[src/rtl/dotprod_pkg.sv]
// dotprod_pkg: shared widths, counter types and the accumulator width helper
package dotprod_pkg;

    localparam int PROD_W   = 32;
    localparam int MATRIX_N = 3;

    function automatic int acc_width(input int prod_w, input int n);
        return prod_w + $clog2(n);
    endfunction

    localparam int ACC_W = acc_width(PROD_W, MATRIX_N);
    localparam int CNT_W = (MATRIX_N > 1) ? $clog2(MATRIX_N) : 1;

    typedef logic [CNT_W-1:0] cnt_t;
    typedef logic [3:0]       elem_idx_t;

    localparam cnt_t      CNT_LAST = cnt_t'(MATRIX_N - 1);
    localparam elem_idx_t IDX_LAST = elem_idx_t'(MATRIX_N * MATRIX_N - 1);

endpackage

[src/rtl/dot_product_accumulator.sv]
// dot_product_accumulator: sums MATRIX_N products per group, registered SUM out; DOT_ELEM_INDEX_EN adds ELEM_IDX
module dot_product_accumulator
    import dotprod_pkg::*;
(
    input  logic              clk,
    input  logic              rst,
    input  logic              flush,
    input  logic              prod_valid,
    output logic              prod_ready,
    input  logic [PROD_W-1:0] PROD,
    output logic              sum_valid,
    input  logic              sum_ready,
    output logic [ACC_W-1:0]  SUM
`ifdef DOT_ELEM_INDEX_EN
    ,
    output elem_idx_t         ELEM_IDX
`endif
);

    cnt_t             cnt_q, cnt_d;
    logic [ACC_W-1:0] acc_q, acc_d;
    logic [ACC_W-1:0] sum_q, sum_d;
    logic             sum_valid_q, sum_valid_d;
    logic [ACC_W-1:0] prod_ext, acc_next;
    logic             last, in_fire, out_fire;

    assign prod_ext   = {{(ACC_W-PROD_W){1'b0}}, PROD};
    assign last       = (cnt_q == CNT_LAST);
    assign prod_ready = !flush && !(last && sum_valid_q && !sum_ready);
    assign in_fire    = prod_valid && prod_ready;
    assign out_fire   = sum_valid_q && sum_ready;
    assign acc_next   = (cnt_q == '0) ? prod_ext : acc_q + prod_ext;
    assign SUM        = sum_q;
    assign sum_valid  = sum_valid_q;

    // Next-state: term counter and accumulator (flush wins), output register load/drain
    always_comb begin
        cnt_d       = cnt_q;
        acc_d       = acc_q;
        sum_d       = sum_q;
        sum_valid_d = sum_valid_q;
        if (flush) begin
            cnt_d = '0;
            acc_d = '0;
        end else if (in_fire) begin
            acc_d = acc_next;
            cnt_d = last ? '0 : cnt_q + cnt_t'(1);
        end
        if (in_fire && last) begin
            sum_d       = acc_next;
            sum_valid_d = 1'b1;
        end else if (out_fire) begin
            sum_valid_d = 1'b0;
        end
    end

    // State registers with synchronous reset
    always_ff @(posedge clk) begin
        if (rst) begin
            cnt_q       <= '0;
            acc_q       <= '0;
            sum_q       <= '0;
            sum_valid_q <= 1'b0;
        end else begin
            cnt_q       <= cnt_d;
            acc_q       <= acc_d;
            sum_q       <= sum_d;
            sum_valid_q <= sum_valid_d;
        end
    end

`ifdef DOT_ELEM_INDEX_EN
    elem_idx_t idx_q, idx_d;

    assign ELEM_IDX = idx_q;

    // Row-major element index advances with each consumed result
    always_comb begin
        idx_d = out_fire ? ((idx_q == IDX_LAST) ? '0 : idx_q + elem_idx_t'(1)) : idx_q;
    end

    // Element index register
    always_ff @(posedge clk) begin
        if (rst) idx_q <= '0;
        else     idx_q <= idx_d;
    end
`endif

endmodule
[config.mk]
export PLATFORM = sky130hd
export DESIGN_NAME = dot_product_accumulator
export DESIGN_NICKNAME = d
export VERILOG_FILES = /design/src/rtl/dotprod_pkg.sv /design/src/rtl/dot_product_accumulator.sv
export SDC_FILE = /design/constraint.sdc
export NUM_CORES = 1
export LEC_CHECK = 0
export CAP_MARGIN = 20
export CORE_MARGIN = 2
export CORE_UTILIZATION = 40
export DETAILED_ROUTE_END_ITERATION = 7
export PLACE_DENSITY_LB_ADDON = 0.2
export SYNTH_ARGS = -nofsm -noshare
export SYNTH_HDL_FRONTEND = slang
export SYNTH_SLANG_ARGS = --single-unit
[constraint.sdc]
create_clock -name clk -period 2.94 [get_ports clk]
set_input_delay 0.441 -clock clk [delete_from_list [all_inputs] [get_ports clk]]
set_output_delay 0.441 -clock clk [all_outputs]
set_load 0.02 [all_outputs]
* Word-level counts from Yosys, hierarchy flattened
Index checks and enable logic that the tools add are counted.
Operators by class: $add $sub $neg 2, eq/ne operators 1, reductions and logical operators 12, multiplexer cells 4
Operator list (number):
- 34-bit by 32-bit adder with 34-bit output | 1
- 34-bit 2-to-1 mux | 1
- 1-bit logical AND | 6
- 1-bit logical NOT | 3
- 2-bit by 1-bit adder with 2-bit output (second input constant) | 1
- 2-bit == test (second input constant) | 1
- 2-bit logical NOT | 1
- 1-bit 2-to-1 mux | 2
- 2-bit 2-to-1 mux | 1
- 2-bit nonzero test | 1
- 2-bit OR reduction | 1
Storage, ports and cells: output and inout bits 36, register bits 71, bits of input ports 37, word-level logic and storage cells 23

* Logic depth before layout (Yosys ltp)
depth after elaboration 8, depth in mapped cells 11, mapped depth without buffers 11

* Worst setup path after synthesis
No wires, ideal clock.
kind input-to-reg, start point input port PROD[0], end point register sum_q[18] (netlist: SUM[18]), slack 0.162 ns, arrival 2.693 ns, buffers on the path 0, required time 2.854 ns, stages on the path 11, setup time 0.086 ns, cell sequence ha_1 > fa_1 > a21oi_1 > o22ai_2 > a31oi_1 > nand2_1 > a21oi_1 > nor2b_1 > o21ai_0 > mux2_2 > a211oi_1
On the way: word-level cells in the longest chain between the ends 2
Ends and longest elaborated chain:
- start: declaration | line dot_product_accumulator.sv:10 | input logic [PROD_W-1:0] PROD,
- 34-bit by 32-bit adder with 34-bit output | line dot_product_accumulator.sv:32 | assign acc_next = (cnt_q == '0) ? prod_ext : acc_q + prod_ext;
- 34-bit 2-to-1 mux | line dot_product_accumulator.sv:32
- end signal: assignment | line dot_product_accumulator.sv:67 | sum_q <= sum_d;
- end: declaration | line dot_product_accumulator.sv:22 | logic [ACC_W-1:0] sum_q, sum_d;
Every way passes these cells. A chain may end at the register's enable or synchronous reset.

* Final worst setup path
start point register acc_q[8], end point register acc_q[33]
On the way: word-level cells in the longest chain between the ends 2
Ends and longest elaborated chain:
- start: declaration | line dot_product_accumulator.sv:21 | logic [ACC_W-1:0] acc_q, acc_d;
- start signal: assignment | line dot_product_accumulator.sv:61 | acc_q <= '0;
- start signal: assignment | line dot_product_accumulator.sv:66 | acc_q <= acc_d;
- 34-bit by 32-bit adder with 34-bit output | line dot_product_accumulator.sv:32
- 34-bit 2-to-1 mux | line dot_product_accumulator.sv:32
Every way passes these cells.

==> metrics.txt <==
# TYPE chip_impl_metric gauge
chip_impl_info{name="cts_tree",value="built"} 1
chip_impl_metric{name="first_global_vias",unit=""} 4505
chip_impl_metric{name="finalCritPeriodShare",unit="%"} 97.7
chip_impl_metric{name="crit_path_max_incr_delay",unit="ns"} 0.52
chip_impl_metric{name="die_w",unit="µm"} 109
chip_impl_metric{name="synth.cell_area",unit="mm²"} 0.00437
chip_impl_metric{name="antenna_violating_nets_post_route",unit=""} 0
chip_impl_metric{name="final_period_minus_worst_setup_slack",unit="ns"} 2.87
chip_impl_info{name="r2r_start",value="acc_q[8]"} 1
chip_impl_metric{name="ir_worst_vdd",unit="V"} 0.000265
chip_impl_metric{name="r2r_cells",unit=""} 11
chip_impl_metric{name="clock_latency",unit="ns"} 0.36
chip_impl_metric{name="ys_ff_latch",unit=""} 71
chip_impl_metric{name="placement.io_buffers",unit=""} 72
chip_impl_metric{name="maximum_clock_path_buffer_count",unit=""} 2
chip_impl_metric{name="multi_input_comb_area",unit="mm²"} 0.00301
chip_impl_metric{name="globalRoute.totalOverflow",unit=""} 0
chip_impl_metric{name="syn-instance-count",unit=""} 569
chip_impl_metric{name="power_density",unit="mW/mm²"} 375
chip_impl_info{name="crit_slowest_cell",value="sky130_fd_sc_hd__or4_1"} 1
chip_impl_metric{name="clk_pin_slew_worst_paths",unit="ns"} 0.09
chip_impl_metric{name="maxSlewHeadroom",unit="%"} 51.0
chip_impl_metric{name="grt_util_all_layers",unit="%"} 22.5
chip_impl_info{name="status",value="complete, no violations"} 1
chip_impl_metric{name="worst-endpoint-required",unit="ns"} 3.23
chip_impl_info{name="worstSetupPathType",value="reg -> reg"} 1
chip_impl_metric{name="drv.max_cap_violation_count",unit=""} 0
chip_impl_metric{name="cp_data_arrival_time",unit="ns"} 3.16
chip_impl_metric{name="grt_max_degree",unit=""} 34
chip_impl_metric{name="achievable-frequency",unit="GHz"} 0.348
chip_impl_metric{name="drt_first_pass_iters",unit=""} 7
chip_impl_metric{name="final_net_count",unit=""} 760
chip_impl_metric{name="worstPathMaxFanout",unit=""} 3
chip_impl_info{name="hp-class",value="in -> reg"} 1
chip_impl_metric{name="share_of_synthesized_area_occupied_by_flip_flops_and_latches",unit="%"} 32.5
chip_impl_metric{name="drive_above_1_share",unit="%"} 18.1
chip_impl_info{name="timing.hold.worst.start",value="PROD[0]"} 1
chip_impl_metric{name="synth-async-reset-ratio",unit="%"} 0
chip_impl_info{name="crit_path_start_kind",value="flip-flop"} 1
chip_impl_info{name="yosys_most_used_dff",value="sky130_fd_sc_hd__dfxtp_1"} 1
chip_impl_metric{name="floorplan.die_area",unit="mm²"} 0.0118
chip_impl_metric{name="synth_cell_types",unit=""} 48
chip_impl_metric{name="synthesis.yosys.warnings",unit=""} 0
chip_impl_info{name="worst_setup_path_end_kind",value="flip-flop"} 1
chip_impl_metric{name="grt_first_pass_wirelength",unit="mm"} 21.3
chip_impl_metric{name="hold_violations",unit=""} 0
chip_impl_metric{name="nFillCells",unit=""} 988
chip_impl_metric{name="area.growth.synth_to_final",unit="%"} 40.8
chip_impl_metric{name="timing.reg2reg.setup_slack",unit="ns"} 0.07
chip_impl_metric{name="postRouteWirelength",unit="mm"} 13.1
chip_impl_info{name="critical_path.cell_chain",value="ha_1, and3_4, and3_4, o211ai_1, buf_4, a311oi_2, a211oi_2, o31ai_4, a41oi_2, or4_1, a31oi_1"} 1
chip_impl_metric{name="worst-slew-pin-transition",unit="ns"} 0.734
chip_impl_metric{name="cts.htree.levels",unit=""} 3
chip_impl_metric{name="vias_per_cell",unit=""} 5.49
chip_impl_metric{name="routed_wire_length_per_instance",unit="µm"} 15.7
chip_impl_info{name="clock-root-buffer",value="sky130_fd_sc_hd__clkbuf_8"} 1
chip_impl_metric{name="synth_enable_flop_cells",unit=""} 0
chip_impl_metric{name="cellLeakagePower",unit="nW"} 2.50
chip_impl_metric{name="ioPinCount",unit=""} 73
chip_impl_metric{name="final_design_area_no_fill",unit="mm²"} 0.00615
chip_impl_metric{name="fin_setup_tns",unit="ns"} 0
chip_impl_metric{name="vias",unit=""} 4580
chip_impl_metric{name="dpl_cell_area",unit="mm²"} 0.00562
chip_impl_info{name="crit_path_frequent_cell",value="sky130_fd_sc_hd__and3_4"} 1
chip_impl_metric{name="critPathBufInv",unit=""} 1
chip_impl_metric{name="remaining_drc_errors",unit=""} 0
chip_impl_metric{name="initial_utilization",unit="%"} 40.6
chip_impl_metric{name="initialDrtViolationCount",unit=""} 218
chip_impl_metric{name="final-max-slew-violation-count",unit=""} 0
chip_impl_metric{name="fp-row-count",unit=""} 38
chip_impl_metric{name="grt_antenna_before_repair",unit=""} 0
chip_impl_metric{name="place_hpwl",unit="mm"} 9.26
chip_impl_info{name="timing.critical_path.max_delay_family",value="compound AO/OA/AOI/OAI gates"} 1
chip_impl_info{name="critical_path.reg2reg.endpoint",value="acc_q[33]"} 1
chip_impl_metric{name="antenna_cells",unit=""} 0
chip_impl_metric{name="sinks_on_clock_net",unit=""} 71
chip_impl_metric{name="cts_inserted_buffers",unit=""} 9
chip_impl_metric{name="report.final.setup_viol",unit=""} 0
chip_impl_metric{name="synth_fp_nets",unit=""} 639
chip_impl_info{name="terminating_pin_of_the_worst_hold_path",value="acc_q[0]"} 1
chip_impl_metric{name="seq_area",unit="mm²"} 0.00142
chip_impl_metric{name="post_synth.cell_area_avg",unit="µm²"} 7.68
chip_impl_metric{name="die_height",unit="µm"} 109
chip_impl_metric{name="core",unit="mm²"} 0.0107
chip_impl_metric{name="timing.clock.skew",unit="ns"} 0.0117
chip_impl_metric{name="gpl.final_weighted_congestion",unit=""} 0.860
chip_impl_metric{name="hold_depth",unit=""} 3
-- kinds of logic after synthesis --
| logic type | share of synthesized area, % |
|---|---|
| buffers and inverters | 3.78 |
| multiplexers | 0.258 |
| adder cells (fa/ha/maj) | 9.62 |
| AO/OA/AOI/OAI | 28.0 |
| AND/OR/NAND/NOR | 19.6 |
| XOR/XNOR | 6.22 |
| flip-flops | 32.5 |
-- metrics by stage --
stage	util [%]	worst slack [ns]	instances	power (mW)	hold WS [ns]
6_report	57.2	0.0667	835	2.30	0.416
5_1_grt	57.2	-0.0385	835	2.41	0.437
3_3_place_gp	52.3	-0.390	812	1.44	0.439
4_1_cts	54.9	0.00239	832	2.28	0.459
2_1_floorplan	-	0.162	569	1.26	0.440
3_5_place_dp	52.3	-0.471	812	1.45	0.447
-- per-layer routing --
metal | vias to the layer above | GRT usage (%) | share of wire, %
li1 | 2275 | - | -
met1 | 2179 | 28.5 | 45
met2 | 104 | 39.1 | 48
met3 | 22 | 3.86 | 4.7
met4 | 0 | 6.32 | 1.5
met5 | - | 0 | 0
-- state kept, by name, summed over array words and instances (netlist names) --
register and count:
sum_valid 1, acc_q 34, cnt_q 2, SUM 34
-- worst max path at each step --
stage                     startpoint         to  slack [ns]  cells past startpoint
after global routing        acc_q[8]  acc_q[33]       -0.04                     11
after floorplan              PROD[0]    SUM[18]        0.16                     11
after global placement       PROD[1]  acc_q[31]       -0.39                     11
after detailed placement     PROD[1]  acc_q[31]       -0.47                     11
after CTS                   PROD[16]  acc_q[31]       0.002                     11
final                       acc_q[8]  acc_q[33]        0.07                     11
-- synth_stat cells, drive strengths merged (2+ instances only) --
cell	instances	share of area [%]
xor2	13	2.6
or2	2	0.29
nand3b	4	0.69
a31oi	15	2.4
nand3	14	1.6
a311oi	5	1.1
clkbuf	30	2.6
a211oi	23	4.1
or4	3	0.52
and3	5	0.74
o21ai	39	4.6
nor2	64	5.5
and2	3	0.43
nand2	78	6.7
o31ai	3	0.83
nor2b	3	0.43
o221ai	2	0.40
and4	2	0.40
nand4	6	0.86
nand2b	2	0.29
xnor2	18	3.6
nor3	7	0.80
o211ai	5	0.86
dfxtp	71	33
ha	32	9.2
o21bai	5	0.86
a21oi	77	8.8
inv	9	0.77
a21o	15	2.6
buf	4	0.43
-- area by class of cell --
class	count	area share (%)
clock buffers	9	2.01
clock inverters	7	1.28
inverters	9	0.549
multi-input cells	455	49.0
flip-flops and latches	71	23.1
well taps	140	2.85
repair buffers	144	21.2
-- timing repair --
item | CTS | global route
setup buffers | 4 | 3
gates resized for setup | 9 | 42
endpoints found under the setup margin | 9 | 15
hold buffers | 0 | 0
pin swaps | 11 | 20
-- tightest hold or removal path: stages --
cell	delay [ns]
sky130_fd_sc_hd__dlymetal6s2s_1	0.14
sky130_fd_sc_hd__nand2_1	0.06
sky130_fd_sc_hd__a311oi_1	0.08
-- layout by cell type (no fill, tap or decap), types with 4 or more instances in the layout --
cell type	instances
sky130_fd_sc_hd__xnor2_1	18
sky130_fd_sc_hd__dlymetal6s2s_1	17
sky130_fd_sc_hd__clkdlybuf4s50_1	55
sky130_fd_sc_hd__buf_4	72
sky130_fd_sc_hd__a21oi_1	74
sky130_fd_sc_hd__o21ai_1	5
sky130_fd_sc_hd__nand2_1	78
sky130_fd_sc_hd__inv_1	9
sky130_fd_sc_hd__a21o_1	15
sky130_fd_sc_hd__dfxtp_1	70
sky130_fd_sc_hd__nor2_1	62
sky130_fd_sc_hd__nand4_1	6
sky130_fd_sc_hd__o21ai_0	33
sky130_fd_sc_hd__clkbuf_8	9
sky130_fd_sc_hd__o211ai_1	5
sky130_fd_sc_hd__a311oi_1	4
sky130_fd_sc_hd__ha_1	18
sky130_fd_sc_hd__nand3_1	14
sky130_fd_sc_hd__nand3b_1	4
sky130_fd_sc_hd__xor2_1	13
sky130_fd_sc_hd__o21bai_1	5
sky130_fd_sc_hd__ha_4	13
sky130_fd_sc_hd__a211oi_1	22
sky130_fd_sc_hd__a31oi_1	12
sky130_fd_sc_hd__nor3_1	7
-- report_power, final --
group	switching, mW	internal (mW)	total, mW
Combinational	0.251	0.227	0.478
Clock	0.437	0.401	0.838
Sequential	0.0117	0.976	0.988
(Power assumes the default switching activity.)
